### src/rtl/fifo_wr_arbiter.sv
// fifo_wr_arbiter: round-robin arbiter sharing one FIFO write port among NREQ
// valid/ready producers, holding the grant across a burst of up to MAX_BURST beats.
module fifo_wr_arbiter #(
   parameter int WIDTH     = 248,
   parameter int NREQ      = 4,
   parameter int MAX_BURST = 8
) (
   input  logic                      clk,
   input  logic                      rstn,
   input  logic [NREQ-1:0]           i_req_valid,
   input  logic [NREQ-1:0]           i_req_last,
   input  logic [NREQ*WIDTH-1:0]     i_req_data,
   output logic [NREQ-1:0]           o_req_ready,
   output logic                      o_fifo_write,
   output logic [WIDTH-1:0]          o_fifo_data,
   input  logic                      i_fifo_full,
   output logic [$clog2(NREQ)-1:0]   o_grant_id,
   output logic                      o_locked
);
   localparam int IW = $clog2(NREQ);
   localparam int CW = $clog2(MAX_BURST) + 1;

   logic          locked_q, locked_d;
   logic [IW-1:0] owner_q, owner_d, last_grant_q, last_grant_d;
   logic [CW-1:0] beat_cnt_q, beat_cnt_d;
   logic [IW-1:0] rr_grant, grant, idx;
   logic          found, xfer, eob;

   // Search upward from the requester after the last burst winner, wrapping.
   always_comb begin
      found    = 1'b0;
      rr_grant = '0;
      idx      = '0;
      for (int k = 1; k <= NREQ; k++) begin
         idx = IW'((int'(last_grant_q) + k) % NREQ);
         if (!found && i_req_valid[idx]) begin
            found    = 1'b1;
            rr_grant = idx;
         end
      end
   end

   assign grant        = locked_q ? owner_q : rr_grant;
   assign o_fifo_write = rstn & (locked_q | found) & i_req_valid[grant];
   assign o_fifo_data  = i_req_data[grant*WIDTH +: WIDTH];
   assign xfer         = o_fifo_write & ~i_fifo_full;
   assign o_req_ready  = xfer ? (NREQ'(1) << grant) : '0;
   assign eob          = i_req_last[grant] | (beat_cnt_q == CW'(MAX_BURST - 1));
   assign o_grant_id   = rstn ? grant : '0;
   assign o_locked     = locked_q;

   always_comb begin
      locked_d     = xfer ? ~eob : locked_q;
      owner_d      = (xfer & ~eob) ? grant : owner_q;
      last_grant_d = (xfer & eob) ? grant : last_grant_q;
      beat_cnt_d   = xfer ? (eob ? '0 : beat_cnt_q + 1'b1) : beat_cnt_q;
   end

   always_ff @(posedge clk or negedge rstn) begin
      if (!rstn) begin
         locked_q     <= 1'b0;
         owner_q      <= '0;
         last_grant_q <= IW'(NREQ - 1);
         beat_cnt_q   <= '0;
      end else begin
         locked_q     <= locked_d;
         owner_q      <= owner_d;
         last_grant_q <= last_grant_d;
         beat_cnt_q   <= beat_cnt_d;
      end
   end
endmodule

### config.mk
export PLATFORM = sky130hd
export DESIGN_NAME = fifo_wr_arbiter
export DESIGN_NICKNAME = d
export VERILOG_FILES = /design/src/rtl/fifo_wr_arbiter.sv
export SDC_FILE = /design/constraint.sdc
export NUM_CORES = 1
export LEC_CHECK = 0
export CAP_MARGIN = 25
export CORE_AREA = 4 4 484 486
export DETAILED_ROUTE_END_ITERATION = 10
export DIE_AREA = 0 0 488 490
export GPL_ROUTABILITY_DRIVEN = 0
export PLACE_DENSITY = 0.3
export REMOVE_ABC_BUFFERS = 1
export SLEW_MARGIN = 30
export SYNTH_ARGS = -nofsm -noshare
export SYNTH_HDL_FRONTEND = slang
export SYNTH_SLANG_ARGS = --single-unit
### constraint.sdc
create_clock -name clk -period 4.42 [get_ports clk]
set_input_delay 0.663 -clock clk [delete_from_list [all_inputs] [get_ports clk]]
set_output_delay 0.663 -clock clk [all_outputs]
set_load 0.005 [all_outputs]
======== Word level (Yosys, flattened, before mapping) ========
Index checks and enable logic that the tools add are counted.
cells by class
  add/subtract/negate cells ............... 5
  order comparisons ....................... 5
  multiply operators ...................... 1
  bitwise gates (word level) .............. 9
  mux-type cells .......................... 24
  reduce and logical (&&, ||, !) cells .... 6
  shift operators ......................... 2
  eq/ne operators ......................... 1
operators by type and width
  operator                                                               number
  992-bit by 11-bit indexed part select with 248-bit output              1
  2-bit by 3-bit < comparator with 1-bit output, second input constant   5
  1-bit binary-select mux with 2-bit select                              6
  2-bit two-way mux                                                      6
  1-bit two-way mux                                                      10
  4-bit two-way mux                                                      2
  2-bit by 5-bit multiplier with 7-bit output, second input constant     1
  1-bit AND                                                              5
  2-bit by 1-bit adder with 2-bit output, second input constant          2
  2-bit adder, second input constant                                     2
  4-bit by 1-bit adder with 4-bit output, second input constant          1
  4-bit by 3-bit equality test with 1-bit output, second input constant  1
  1-bit by 2-bit << shifter with 4-bit output, first input constant      1
  1-bit logical AND                                                      3
  1-bit zero test                                                        3
  1-bit inverter                                                         2
  1-bit OR                                                               2
storage, ports and cells
  output and inout port bits .............. 256
  logic and storage cells ................. 57
  register bits after elaboration ......... 9
  input bits .............................. 1003

======== Depth between registers and ports, before layout ========
  depth in word-level cells ............... 19
  mapped depth ............................ 9
  depth with buffers taken out ............ 7

======== Worst setup path before layout ========
Ideal clock, no wire load.
  kind .................................... input-to-output
  start point ............................. in i_req_valid[2]
  end point ............................... out o_req_ready[2]
  data required time ...................... 3.757 ns
  cell stages on the path ................. 8
  path buffers ............................ 2
  path slack .............................. 1.499 ns
  arrival time ............................ 2.258 ns
  cell sequence ........................... or3b_1 > o2111ai_1 > o2111ai_1 > buf_2 > mux2_2 > or2_0 > clkbuf_2 > nor3b_1
on the way
  cells in the longest elaborated chain, start to end .. 18
  elaborated cells on any way between the ends .. 31
  those cells by class .................... shift: 1; mux: 20; bitwise: 4; reduce/logical: 6
ends and longest elaborated chain
  element                                    RTL line  source
  from (decl)                                10        input logic [NREQ-1:0] i_req_valid,
  1-bit binary-select mux with 2-bit select  36        if (!found && i_req_valid[idx]) begin
  1-bit two-way mux (not written as such)    36
  1-bit two-way mux                          36
  1-bit zero test                            36
  1-bit logical AND                          36
  1-bit two-way mux                          36
  1-bit zero test                            36
  1-bit logical AND                          36
  [... 2 more ...]                           --
  1-bit logical AND                          36
  2-bit two-way mux                          36
  2-bit two-way mux                          43        assign grant = locked_q ? owner_q : rr_grant;
  1-bit binary-select mux with 2-bit select  44        assign o_fifo_write = rstn & (locked_q | found) & i_req_valid[grant];
  1-bit two-way mux (not written as such)    44
  1-bit AND                                  44
  1-bit AND                                  46        assign xfer = o_fifo_write & ~i_fifo_full;
  4-bit two-way mux (*)                      47        assign o_req_ready = xfer ? (NREQ'(1) << grant) : '0;
  to (decl)                                  13        output logic [NREQ-1:0] o_req_ready,
Every way passes the cells marked *; elsewhere a longest branch is shown, timed or not. The select of a mux whose other input is x is not followed.

======== Final worst setup path ========
  start point ............................. in i_req_valid[1]
  end point ............................... out o_fifo_data[58]
on the way
  cells in the longest elaborated chain, start to end .. 15
  elaborated cells on any way between the ends .. 24
  those cells by class .................... mul: 1; shift: 1; mux: 16; reduce/logical: 6
ends and longest elaborated chain
  element                                                        RTL line  source
  1-bit binary-select mux with 2-bit select                      36
  1-bit two-way mux (not written as such)                        36
  1-bit two-way mux                                              36
  1-bit zero test                                                36
  1-bit logical AND                                              36
  1-bit two-way mux                                              36
  1-bit zero test                                                36
  1-bit logical AND                                              36
  1-bit two-way mux                                              36
  1-bit zero test                                                36
  1-bit logical AND                                              36
  2-bit two-way mux (*)                                          36
  2-bit two-way mux (*)                                          43
  2-bit by 5-bit multiplier with 7-bit output (*)                45        assign o_fifo_data = i_req_data[grant*WIDTH +: WIDTH];
  992-bit by 11-bit indexed part select with 248-bit output (*)  45
  to (decl)                                                      15        output logic [WIDTH-1:0] o_fifo_data,
Marks and branches as above.

==> flow_summary.ini <==
[place]
dp_hpwl_um = 201800
port_buffers = 1258
placement.cell_area_um2 = 25930

[worst_hold_path]
whs_endpoint = owner_q[1]
worstHoldPathCells = 1
hold_path_class = flop to flop
hp-start = owner_q[1]

[clocking]
clock_latency_ps = 240
clk_path_buf_depth = 2
cts_hold_buf = 0
htreeDepth = 1
cts_buffers = 3
cts.sinks = 9
root_buffer = clkbuf_16
cts_tree = built
clk_pin_slew_ps = 40

[die]
initial_core_util_pct = 3.538
io_pins = 1259
placementRows = 176
die_y_um = 490
die_area_um2 = 239100
dieWidth_um = 488
core_um2 = 229700

[grt]
grt.overflow.total = 0
grt_use_met1_pct = 20.72
use_met3_pct = 10.10
grt_pass1_vias = 18000
gr-usage-met2_pct = 27.22
grt.busiest_layer = met2
grt_max_degree = 106
grt_util_all_layers_pct = 17.19
antenna_found_initial = 307
grt_first_pass_wirelength_um = 256700

[route]
wl_per_cell_um = 37.64
drc = 0
drt-initial-drc-count = 1254
routed_wl_um = 217300
antenna_left = 0
drtPass1Iterations = 5
avgViaCountPerCell = 3.236
vias = 18680

[synthesis]
synth_compound_area_share_pct = 43.44
synthAdderAreaFrac_pct = 0.1540
synth_edf_count = 0
synth_mux_area_share_pct = 1.432
synth_cell_type_count = 39
synth_top_flop_cell = dfrtp_1
async_flop_share_pct = 100.0
synth.yosys.seq_area_share_pct = 2.803
yosys.area.top_type = nand2_1
synth_commonest_cells = 502 x nand2_1, 250 x a211oi_1, 248 x a31oi_1, 242 x and2_1, 161 x clkbuf_1
ys_ff_latch = 9
syn_avg_cell_area_um2 = 5.483
ys_top_cells_by_area = nand2_1 23%, a211oi_1 23%, a31oi_1 19%, and2_1 19%, clkbuf_1 7.4%
synth_top_family_by_area = simple AND/OR/NAND/NOR gates
synth_warnings = 0
synth_most_common_cell = nand2_1
netlist_area_um2 = 8125
netlist_instances = 1482
yosys.area_share.simple_pct = 43.86
synth_xor_area_share_pct = 0
synth_top_area_share_pct = 23.19

[power_and_ir_drop]
fin_total_pwr_mw = 20.89
ir_worst_vdd_mv = 0.3051
p_per_area_nw_per_um2 = 792.8
p_leak_nw = 8.865

[worst_setup_path]
worstReg2RegEnd = last_grant_q[1]
r2r_cells = 9
cp_data_required_time_ps = 3760
max_stage_delay_ps = 630
rrSetupSlack_ps = 1240
timing.critical_path.cells = clkdlybuf4s50_1 -> a22oi_1 -> buf_4 -> o22ai_4 -> buf_12 -> buf_4 -> and2_1 -> a211oi_1 -> a31oi_1 -> clkdlybuf4s50_1
critPathBufInv = 5
reg2reg_from = last_grant_q[1]
crit_type = primary input to primary output
cp_max_fo = 6
cp-start-kind = primary input
cp_slowest_cell = clkdlybuf4s50_1
cpLargestDelayFamily = buffers and inverters
worstPathArrival_ps = 3660
end_kind = primary output

[layout]
nets = 3694
seqCellArea_um2 = 227.7
multi_input_area_um2 = 7322
design_area_um2 = 26350
area_delta_synth_final_pct = 224.3
fillers = 26750
drive_gt1_share_pct = 9.000

[timing]
worst_pin_slew_ps = 857.5
post-route-min-period_ps = 4326
hold_violations = 0
holdWs_ps = 512.6
min_period_over_period_pct = 97.87
worst_slew_margin_rel_pct = 42.56
fin_skew_ps = 2.248
slew_viol_final = 0
clock.fmax_mhz = 231.2
rsz0062_at_grt = no
setup_viol = 0

[outcome]
status = finished, final reports clean

[run]
maxCapViolations = 0
==> sequential cells by signal, indices dropped and copies added (netlist names) <==
| name | cells |
|---|---|
| o_locked | 1 |
| owner_q | 2 |
| last_grant_q | 2 |
| beat_cnt_q | 4 |
==> cell usage in the layout (no fill, tap or decap), drive strengths merged, types with 2 or more instances in the layout <==
master         count
clkdlybuf4s50   1148
nand2            502
a211oi           250
and2             249
a31oi            248
buf              219
diode             58
inv                7
dfrtp              7
nor2               7
mux2i              6
mux2               5
clkbuf             5
nand3              3
nand2b             2
nor3               2
bufbuf             2
dlymetal6s2s       2
dfstp              2
o2111ai            2
o22ai              2
or2                2
==> per-layer routing <==
metal  share of wire (%)  wire, um  vias to the layer above
met3                  14     31020                      470
met5                0.62      1352                        -
met1                  40     87200                     8731
met4                 1.8      3979                      206
li1                    -         -                     7836
met2                  43     93750                     1441
==> worst max path at each step <==
stage                         from                to  slack, ps  depth (start not counted)
floorplan                 o_locked        owner_q[0]     -17840                          5
global placement    i_req_valid[3]   o_fifo_data[63]       -850                         11
detailed placement  i_req_valid[3]   o_fifo_data[63]       -340                         11
CTS                 i_req_valid[3]   o_fifo_data[76]         30                          9
global route        i_req_valid[1]  o_fifo_data[103]         10                         11
finish              i_req_valid[1]   o_fifo_data[58]         90                         10
==> cell families (layout without fill, tap and decap cells) <==
kind of cell,count (synthesis),after routing
multiplexers,11,11
buffers and inverters,177,1384
adder cells (fa/ha/maj),1,1
AO/OA/AOI/OAI,511,511
flip-flops,9,9
AND/OR/NAND/NOR,773,773
other,0,58
==> power by group <==
group / switching, mW / internal, mW / leakage [nW]
Combinational: 11.1 / 9.43 / 8.72
Clock: 0.0410 / 0.121 / 0.0385
Sequential: 0.0437 / 0.126 / 0.106
Total: 11.2 / 9.68 / 8.86
==> final cells by class <==
cell class	count	area share (%)
Timing Repair Buffer	1373	56.03
Multi-Input combinational cell	1296	27.79
Clock buffer	4	0.2992
Sequential cell	9	0.8643
Antenna cell	58	0.5509
Inverter	7	0.09972
Tap cell	3026	14.37
==> per-stage QoR <==
step | util (%) | instances | worst slack, ps | setup TNS [ps]
after floorplan | - | 1312 | -17840 | -4053310
final | 11.47 | 5773 | 93.95 | 0
after detailed placement | 11.29 | 5705 | -343.3 | -1476
after CTS | 11.39 | 5714 | 30.63 | 0
after global routing | 11.42 | 5724 | 13.38 | 0
after global placement | 11.28 | 5705 | -848.9 | -3492
==> worst register-to-register path: cells and delay by family, from the launching register on <==
kind            cells  cell delay [ps]
simple gates        1              120
mux                 2              780
buf+inv             2              490
compound gates      4             1140
flops               1              580
==> timing repair <==
item,in CTS,in global routing
buffers inserted,3,0
resized for setup,9,3
gates cloned,2,1
setup endpoints to repair,11,40
(Power assumes the default switching activity.)
